## src/rtl/hit_judge_if.sv

```systemverilog
// hit_judge_if: game-state, note and button inputs plus the hit/miss/combo outputs of the hit judge.
interface hit_judge_if;
   logic [1:0] current_state;
   logic [1:0] note_pulse;
   logic [1:0] btn;
   logic [1:0] hit;
   logic       miss;
   logic [7:0] combo;
   logic [7:0] max_combo;
   modport master (output current_state, note_pulse, btn, input hit, miss, combo, max_combo);
   modport slave (input current_state, note_pulse, btn, output hit, miss, combo, max_combo);
endinterface

```

## src/rtl/hit_judge.sv

```systemverilog
// hit_judge: two-lane timing-window judge producing hit/miss pulses and a saturating combo count.
module hit_judge #(
   parameter int WINDOW = 12,
   parameter int WIN_W  = 8
) (
   input logic        clk,
   input logic        rst,
   hit_judge_if.slave jb
);
   typedef enum logic {L_IDLE, L_ARMED} lane_t;
   localparam logic [WIN_W-1:0] RELOAD = WIN_W'(WINDOW - 1);
   lane_t            lane_q [2];
   lane_t            lane_d [2];
   logic [WIN_W-1:0] cnt_q [2];
   logic [WIN_W-1:0] cnt_d [2];
   logic [1:0]       btn_q, press, hit_d, hit_q, miss_l;
   logic             miss_d, miss_q, play, sel;
   logic [7:0]       combo_d, combo_q, max_d, max_q;
   logic [8:0]       sum;
   always_comb begin
      play  = jb.current_state == 2'd2;
      sel   = jb.current_state == 2'd1;
      press = jb.btn & ~btn_q;
      for (int i = 0; i < 2; i++) begin
         hit_d[i]  = play && lane_q[i] == L_ARMED && press[i];
         miss_l[i] = play && lane_q[i] == L_ARMED && !press[i] && (jb.note_pulse[i] || cnt_q[i] == '0);
         lane_d[i] = lane_q[i];
         cnt_d[i]  = cnt_q[i];
         // a new note always (re)arms, whether the old one was hit, missed or absent
         if (!play) begin
            lane_d[i] = L_IDLE;
            cnt_d[i]  = '0;
         end else if (jb.note_pulse[i]) begin
            lane_d[i] = L_ARMED;
            cnt_d[i]  = RELOAD;
         end else if (lane_q[i] == L_ARMED) begin
            if (press[i] || cnt_q[i] == '0) lane_d[i] = L_IDLE;
            else cnt_d[i] = cnt_q[i] - WIN_W'(1);
         end
      end
      miss_d  = |miss_l;
      sum     = {1'b0, combo_q} + 9'(hit_d[0]) + 9'(hit_d[1]);
      combo_d = (sel || miss_d) ? 8'd0 : play ? (sum[8] ? 8'hff : sum[7:0]) : combo_q;
      max_d   = sel ? 8'd0 : (combo_d > max_q ? combo_d : max_q);
   end
   always_ff @(posedge clk or posedge rst) begin
      if (rst) begin
         lane_q  <= '{L_IDLE, L_IDLE};
         cnt_q   <= '{'0, '0};
         btn_q   <= '0;
         hit_q   <= '0;
         miss_q  <= 1'b0;
         combo_q <= '0;
         max_q   <= '0;
      end else begin
         lane_q  <= lane_d;
         cnt_q   <= cnt_d;
         btn_q   <= jb.btn;
         hit_q   <= hit_d;
         miss_q  <= miss_d;
         combo_q <= combo_d;
         max_q   <= max_d;
      end
   end
   assign jb.hit       = hit_q;
   assign jb.miss      = miss_q;
   assign jb.combo     = combo_q;
   assign jb.max_combo = max_q;
endmodule

```

## src/flat_wrapper.sv

```systemverilog
// flat-port wrapper written by rule: the top's interface ports become plain ports
module hit_judge_flat 
#(
   parameter int WINDOW = 12,
   parameter int WIN_W  = 8
)
  (clk, rst, jb_current_state, jb_note_pulse, jb_btn, jb_hit, jb_miss, jb_combo, jb_max_combo);
  hit_judge_if jb_i ();
  input logic clk;
  input logic rst;
  input wire logic [$bits(jb_i.current_state)-1:0] jb_current_state;
  input wire logic [$bits(jb_i.note_pulse)-1:0] jb_note_pulse;
  input wire logic [$bits(jb_i.btn)-1:0] jb_btn;
  output wire logic [$bits(jb_i.hit)-1:0] jb_hit;
  output wire logic [$bits(jb_i.miss)-1:0] jb_miss;
  output wire logic [$bits(jb_i.combo)-1:0] jb_combo;
  output wire logic [$bits(jb_i.max_combo)-1:0] jb_max_combo;
  assign jb_i.current_state = jb_current_state;
  assign jb_i.note_pulse = jb_note_pulse;
  assign jb_i.btn = jb_btn;
  assign jb_hit = jb_i.hit;
  assign jb_miss = jb_i.miss;
  assign jb_combo = jb_i.combo;
  assign jb_max_combo = jb_i.max_combo;
  hit_judge #(.WINDOW(WINDOW), .WIN_W(WIN_W)) u_core (.clk(clk), .rst(rst), .jb(jb_i));
endmodule
```

## config.mk

```make
export PLATFORM = sky130hd
export DESIGN_NAME = hit_judge_flat
export DESIGN_NICKNAME = d
export VERILOG_FILES = /design/src/rtl/hit_judge_if.sv /design/src/rtl/hit_judge.sv /design/src/flat_wrapper.sv
export SDC_FILE = /design/constraint.sdc
export NUM_CORES = 1
export LEC_CHECK = 0
export ABC_CLOCK_PERIOD_IN_PS = 6100
export BUFFER_PORTS_ARGS = -buffer_cell sky130_fd_sc_hd__buf_4
export CORE_MARGIN = 4
export CORE_UTILIZATION = 51
export CTS_BUF_LIST = sky130_fd_sc_hd__clkbuf_8
export DETAILED_ROUTE_END_ITERATION = 6
export PLACE_DENSITY = 0.67
export SKIP_LAST_GASP = 1
export SLEW_MARGIN = 5
export SYNTH_ARGS = -nofsm -noshare
export SYNTH_HDL_FRONTEND = slang
export SYNTH_SLANG_ARGS = --single-unit
```

## constraint.sdc

```tcl
create_clock -name clk -period 6.1 [get_ports clk]
set_input_delay 1.22 -clock clk [delete_from_list [all_inputs] [get_ports clk]]
set_output_delay 1.22 -clock clk [all_outputs]
set_load 0.05 [all_outputs]
```

# Word-level counts from Yosys, hierarchy flattened
# Index checks and enable logic that the tools add are counted.
[totals] regBits=39 inputBits=8 word_cells=64
[classes] add_sub_neg=4 magnitude_cmp=1 n_eq_ne=6 n_mux=21 n_bitwise=2 reduce_logical=21
[ops] cell="$mux W8" n=13
[ops] cell="$logic_not A8 Y1" n=2
[ops] cell="$sub A8 B1 Y8 const B" n=2
[ops] cell="$add A8 B1 Y9" n=1
[ops] cell="$add A9 B1 Y9" n=1
[ops] cell="$gt A8 B8 Y1" n=1
[ops] cell="$logic_and A1 B1 Y1" n=8
[ops] cell="$mux W1" n=8
[ops] cell="$ne A3 B2 Y1 const B" n=2
[ops] cell="$ne A3 B3 Y1 const B" n=2
[ops] cell="$logic_or A1 B1 Y1" n=5
[ops] cell="$reduce_and A2 Y1" n=2
[ops] cell="$and A2 B2 Y2" n=1
[ops] cell="$eq A2 B1 Y1 const B" n=1
[ops] cell="$eq A2 B2 Y1 const B" n=1
[ops] cell="$logic_not A1 Y1" n=2
[ops] cell="$not A2 Y2" n=1
[ops] cell="$reduce_bool A2 Y1" n=1
[ops] cell="$reduce_or A2 Y1" n=1

# Depth between registers and ports, before layout
[depth] ltp_word=11 ltp_mapped=16 mapped_depth_nobuf=15

# Least setup slack after synthesis
# OpenSTA, ideal clock, no wires.
[synth_timing] path_type="in2reg" from="input port jb_current_state[0]" to="register u_core.max_q[6] (netlist: u_core.jb.max_combo[6])" setup_ps=125 t_arrival_ps=4535 t_required_ps=5975 setup_slack_ps=1439 cell_stages=16 n_path_buf=1 path_cell_list="nand2b_1 -> clkbuf_1 -> nor3_1 -> fa_1 -> ha_1 -> and4b_1 -> nand2_1 -> nor2_1 -> a211oi_1 -> ha_1 -> nand3_1 -> a2111oi_0 -> o21ai_0 -> o311ai_4 -> o211ai_4 -> mux2_4"
[synth_between] word_cells_on_any_way=21 classes_between="add/sub (2); order compare (1); eq/ne (2); mux (5); reduce/logical (11)"
[synth_lines] element="start: declaration" line_no="flat_wrapper.sv:11" rtl="input wire logic [$bits(jb_i.current_state)-1:0] jb_current_state;"
[synth_lines] element="$eq A2 B2 Y1" line_no="hit_judge.sv:21" rtl="play = jb.current_state == 2'd2;"
[synth_lines] element="$logic_and A1 B1 Y1 (2 in series)" line_no="hit_judge.sv:25" rtl="hit_d[i] = play && lane_q[i] == L_ARMED && press[i];"
[synth_lines] element="named net u_core.hit_d[1]" line_no="hit_judge.sv:16" rtl="logic [1:0] btn_q, press, hit_d, hit_q, miss_l;"
[synth_lines] element="$add A9 B1 Y9" line_no="hit_judge.sv:42" rtl="sum = {1'b0, combo_q} + 9'(hit_d[0]) + 9'(hit_d[1]);"
[synth_lines] element="$mux W8 (3 in series)" line_no="hit_judge.sv:43" rtl="combo_d = (sel || miss_d) ? 8'd0 : play ? (sum[8] ? 8'hff : sum[7:0]) : combo_q;"
[synth_lines] element="named net u_core.combo_d[4]" line_no="hit_judge.sv:18" rtl="logic [7:0] combo_d, combo_q, max_d, max_q;"
[synth_lines] element="$gt A8 B8 Y1" line_no="hit_judge.sv:44" rtl="max_d = sel ? 8'd0 : (combo_d > max_q ? combo_d : max_q);"
[synth_lines] element="$reduce_bool A2 Y1 (no source line)"
[synth_lines] element="end signal: assignment" line_no="hit_judge.sv:62" rtl="max_q <= max_d;"
[synth_lines] element="end: declaration" line_no="hit_judge.sv:18"
# The timed path passes the listed nets, and every way through them passes these cells. The select of a mux whose other input is x is not followed.
# A chain may end at the register's enable or synchronous reset.

# Worst setup path in the final report
[layout_timing] from="input port jb_current_state[0]" to="register u_core.max_q[4] (netlist: u_core.jb.max_combo[4])"
[layout_between] elab_chain_len=10 word_cells_on_any_way=21 classes_between="add/sub (2); order compare (1); eq/ne (2); mux (5); reduce/logical (11)"
[layout_rtl] element="$eq A2 B2 Y1" line_no="hit_judge.sv:21"
[layout_rtl] element="$logic_and A1 B1 Y1 (2 in series)" line_no="hit_judge.sv:25"
[layout_rtl] element="named net u_core.hit_d[0]" line_no="hit_judge.sv:16"
[layout_rtl] element="$add A8 B1 Y9" line_no="hit_judge.sv:42"
[layout_rtl] element="$add A9 B1 Y9" line_no="hit_judge.sv:42"
[layout_rtl] element="$mux W8 (3 in series)" line_no="hit_judge.sv:43"
[layout_rtl] element="named net u_core.combo_d[6]" line_no="hit_judge.sv:18"
[layout_rtl] element="$gt A8 B8 Y1" line_no="hit_judge.sv:44"
[layout_rtl] element="$reduce_bool A2 Y1 (no source line)"
# The timed path passes the listed nets, and every way through them passes these cells. The select of a mux whose other input is x is not followed.

==> impl_metrics.prom <==
# TYPE chip_impl_metric gauge
chip_impl_info{name="run_status",value="completed"} 1
chip_impl_metric{name="total_power",unit="W"} 0.0006519
chip_impl_metric{name="worst-r2r-setup-slack",unit="ns"} 1.91
chip_impl_metric{name="yosysWarningCount",unit=""} 0
chip_impl_metric{name="antennaDiodeCount",unit=""} 0
chip_impl_metric{name="floorplan.core_area",unit="um2"} 4086
chip_impl_metric{name="power_density",unit="nW/um2"} 252.2
chip_impl_metric{name="ctsHoldBuffers",unit=""} 0
chip_impl_metric{name="synth_fp_nets",unit=""} 242
chip_impl_metric{name="p_leak",unit="nW"} 1.243
chip_impl_metric{name="report.final.setup_viol",unit=""} 0
chip_impl_metric{name="layout-area-overhead-vs-synth",unit="%"} 17.52
chip_impl_metric{name="synth.ff_latch_count",unit=""} 39
chip_impl_metric{name="vias",unit=""} 1667
chip_impl_metric{name="worst_max_slew_pin_slew",unit="ns"} 0.7051
chip_impl_metric{name="cts_setup_buffers",unit=""} 0
chip_impl_metric{name="drive_gt1_share",unit="%"} 19.29
chip_impl_metric{name="floorplan.die.height",unit="um"} 73.68
chip_impl_info{name="min-delay-path-class",value="flop to flop"} 1
chip_impl_metric{name="detailedPlacementHpwl",unit="um"} 3234
chip_impl_metric{name="report.final.slew_viol_count",unit=""} 0
chip_impl_metric{name="drv_cap",unit=""} 0
chip_impl_metric{name="mappedNetlistArea",unit="um2"} 2200
chip_impl_metric{name="globalplace.congestion",unit=""} 0.8585
chip_impl_metric{name="setup_tns",unit="ns"} 0
chip_impl_metric{name="drt-wirelength-per-cell",unit="um"} 14.55
chip_impl_info{name="final_cell_mix",value="dfrtp_1, buf_4, inv_1"} 1
chip_impl_metric{name="layout_utilization",unit="%"} 63.26
chip_impl_metric{name="synth_cells",unit=""} 223
chip_impl_info{name="beginning_of_the_worst_hold_path",value="u_core.jb.max_combo[0]"} 1
chip_impl_metric{name="min_delay_path_depth",unit=""} 2
chip_impl_metric{name="core.rowCount",unit=""} 23
chip_impl_metric{name="route.detailed.vias_per_inst",unit=""} 5.484
chip_impl_info{name="mostFrequentLayoutCell",value="dfrtp_1"} 1
chip_impl_metric{name="clock_latency_late_sink",unit="ns"} 0.30
chip_impl_info{name="worstHoldEndpoint",value="u_core.jb.max_combo[0]"} 1
chip_impl_metric{name="yosys.area.top_type_share",unit="%"} 44.37
chip_impl_metric{name="post-route-drc-count",unit=""} 0
chip_impl_metric{name="critical_path_at",unit="ns"} 5.33
chip_impl_info{name="timing.critical_path.from",value="jb_current_state[0]"} 1
chip_impl_metric{name="timing.fmax",unit="GHz"} 0.1941
chip_impl_metric{name="drt_pre_antenna_iters",unit=""} 4
chip_impl_info{name="synth.top_cells.by_area",value="dfrtp_1, ha_1, xnor2_1, mux2_4, inv_1"} 1
chip_impl_metric{name="timing.final.crit_period",unit="ns"} 5.151
chip_impl_metric{name="track_usage",unit="%"} 17.29
chip_impl_metric{name="first_iter_violations",unit=""} 86
chip_impl_metric{name="final_antenna_net_count",unit=""} 0
chip_impl_info{name="tritoncts",value="yes"} 1
chip_impl_metric{name="synth_edf_count",unit=""} 0
chip_impl_metric{name="chipWidth",unit="um"} 73.68
chip_impl_metric{name="die-area",unit="um2"} 5428
chip_impl_metric{name="clock_skew",unit="ns"} 0.01013
chip_impl_metric{name="cp.required",unit="ns"} 6.27
chip_impl_metric{name="synthesis.area_per_instance",unit="um2"} 9.864
chip_impl_metric{name="grt_max_degree",unit=""} 40
chip_impl_info{name="kind_of_start_point_of_the_critical_path",value="primary input"} 1
chip_impl_info{name="synthDominantAreaCellType",value="dfrtp_1"} 1
chip_impl_metric{name="start_util",unit="%"} 53.83
chip_impl_info{name="clk_root_buf",value="clkbuf_8"} 1
chip_impl_metric{name="number_of_antenna_violations_at_the_first_check_in_global_routing",unit=""} 0
chip_impl_metric{name="critical_path.max_fanout",unit=""} 12
chip_impl_metric{name="post_layout_nonfiller_instances",unit=""} 304
chip_impl_metric{name="distinct_cell_type_count_of_the_synthesized_netlist",unit=""} 43
chip_impl_metric{name="grt_pass1_wl",unit="um"} 7155
chip_impl_info{name="cp-end-kind",value="flop"} 1
chip_impl_info{name="critical_path.reg2reg.startpoint",value="u_core.btn_q[0]"} 1
chip_impl_metric{name="finalWirelength",unit="um"} 4424
chip_impl_info{name="ys.flop_type",value="dfrtp_1"} 1
chip_impl_info{name="r2r_end",value="u_core.jb.max_combo[4]"} 1
chip_impl_metric{name="tritoncts_num_sinks",unit=""} 39
chip_impl_info{name="setup.worst_path.class",value="primary input to flop"} 1
chip_impl_metric{name="async_reset_ff_share",unit="%"} 100.0
chip_impl_metric{name="pin_count",unit=""} 27
chip_impl_metric{name="globalRouteOverflowTotal",unit=""} 0
chip_impl_metric{name="grt_pass1_vias",unit=""} 1492
chip_impl_metric{name="nNetsFinal",unit=""} 272
chip_impl_metric{name="placed_cells",unit=""} 296
chip_impl_metric{name="path_clk_slew",unit="ns"} 0.07
chip_impl_metric{name="cts.htree.levels",unit=""} 2
chip_impl_metric{name="post-route-period-util",unit="%"} 84.45
chip_impl_metric{name="cts_made_buffers",unit=""} 5
chip_impl_metric{name="reg2regPathDepth",unit=""} 14
chip_impl_metric{name="max-slew-margin-rel",unit="%"} 52.90
chip_impl_metric{name="ys_seq_area_share",unit="%"} 44.37
chip_impl_metric{name="report.final.hold_viol_count",unit=""} 0
chip_impl_metric{name="cts_resized",unit=""} 0
chip_impl_info{name="grt_setup_unrepaired",value="no"} 1
chip_impl_metric{name="cts-root-to-sink-buffers",unit=""} 2
chip_impl_metric{name="port_buffers",unit=""} 26
chip_impl_metric{name="power.ir.vdd_worst",unit="uV"} 213.7
layout make-up:
type	instances	area [um2]
Sequential cell	39	975.9
Multi-Input combinational cell	157	1121
Fill cell	351	1501
Inverter	22	82.58
Tap cell	50	62.56
Clock buffer	5	68.82
Timing Repair Buffer	28	210.2
Clock inverter	3	63.81
synth_stat cells, types with 6 or more instances:
library cell  number
dfrtp_1           39
inv_1             22
nor2_1            20
nor3_1            15
a21oi_1           14
nand3_1           13
nand2_1           12
xnor2_1           11
ha_1              10
nor4_1             7
mux2_4             6
nand2b_1           6
critical path, stage by stage:
cell and delay (ns):
buf_4 0.13, nand2b_1 0.34, nor3_1 0.47, fa_1 0.29, ha_1 0.20, and4b_1 0.30
a21oi_1 0.09, a211oi_1 0.43, ha_1 0.25, nand3_1 0.15, a2111oi_0 0.47, o21ai_0 0.24
o311ai_4 0.16, o211ai_4 0.22, mux2_4 0.34
through the flow:
| stage | hold slack, ns | setup slack, ns | instance area (um2) |
|---|---|---|---|
| 6_report | 0.5672 | 0.9486 | 2585 |
| 5_1_grt | 0.6028 | 0.6183 | 2585 |
| 4_1_cts | 0.5718 | 0.9573 | 2585 |
| 3_5_place_dp | 0.5576 | 0.6805 | 2452 |
| 3_3_place_gp | 0.5414 | 1.001 | 2452 |
| 2_1_floorplan | 0.5108 | 1.439 | 2200 |
flip-flops by register name, indices dropped and copies added, names as in the netlist:
register,cells
u_core.lane_q,2
u_core.cnt_q,16
u_core.jb.hit,2
u_core.jb.max_combo,8
u_core.btn_q,2
u_core.jb.miss,1
u_core.jb.combo,8
per-layer routing:
| layer | vias up | GRT usage (%) | part of all wire, % |
|---|---|---|---|
| met2 | 29 | 24.31 | 42 |
| met5 | - | 0 | 0 |
| met3 | 7 | 4.925 | 4.5 |
| met1 | 792 | 25.22 | 52 |
| li1 | 839 | - | - |
| met4 | 0 | 6.237 | 1.4 |
power breakdown:
part | leakage, nW | switching [W] | internal [W] | total [W]
registers | 0.534 | 0.00000612 | 0.000266 | 0.000272
logic | 0.639 | 0.0000751 | 0.0000493 | 0.000124
clock network | 0.0695 | 0.0000936 | 0.000162 | 0.000256
total | 1.24 | 0.000175 | 0.000477 | 0.000652
how the worst max path moves through the flow:
stage                             end  cells past startpoint
4_1_cts        u_core.jb.max_combo[4]                     15
6_report       u_core.jb.max_combo[4]                     15
3_5_place_dp   u_core.jb.max_combo[3]                     15
2_1_floorplan  u_core.jb.max_combo[6]                     16
3_3_place_gp   u_core.jb.max_combo[4]                     15
5_1_grt        u_core.jb.max_combo[4]                     15
kinds of logic after synthesis:
family / synth area share, %
buffers and inverters: 4.664
AO/OA/AOI/OAI: 12.23
AND/OR/NAND/NOR: 20.65
adder cells (fa/ha/maj): 6.598
XOR/XNOR: 5.575
flip-flops: 44.37
multiplexers: 5.916
(Power assumes the default switching activity.)
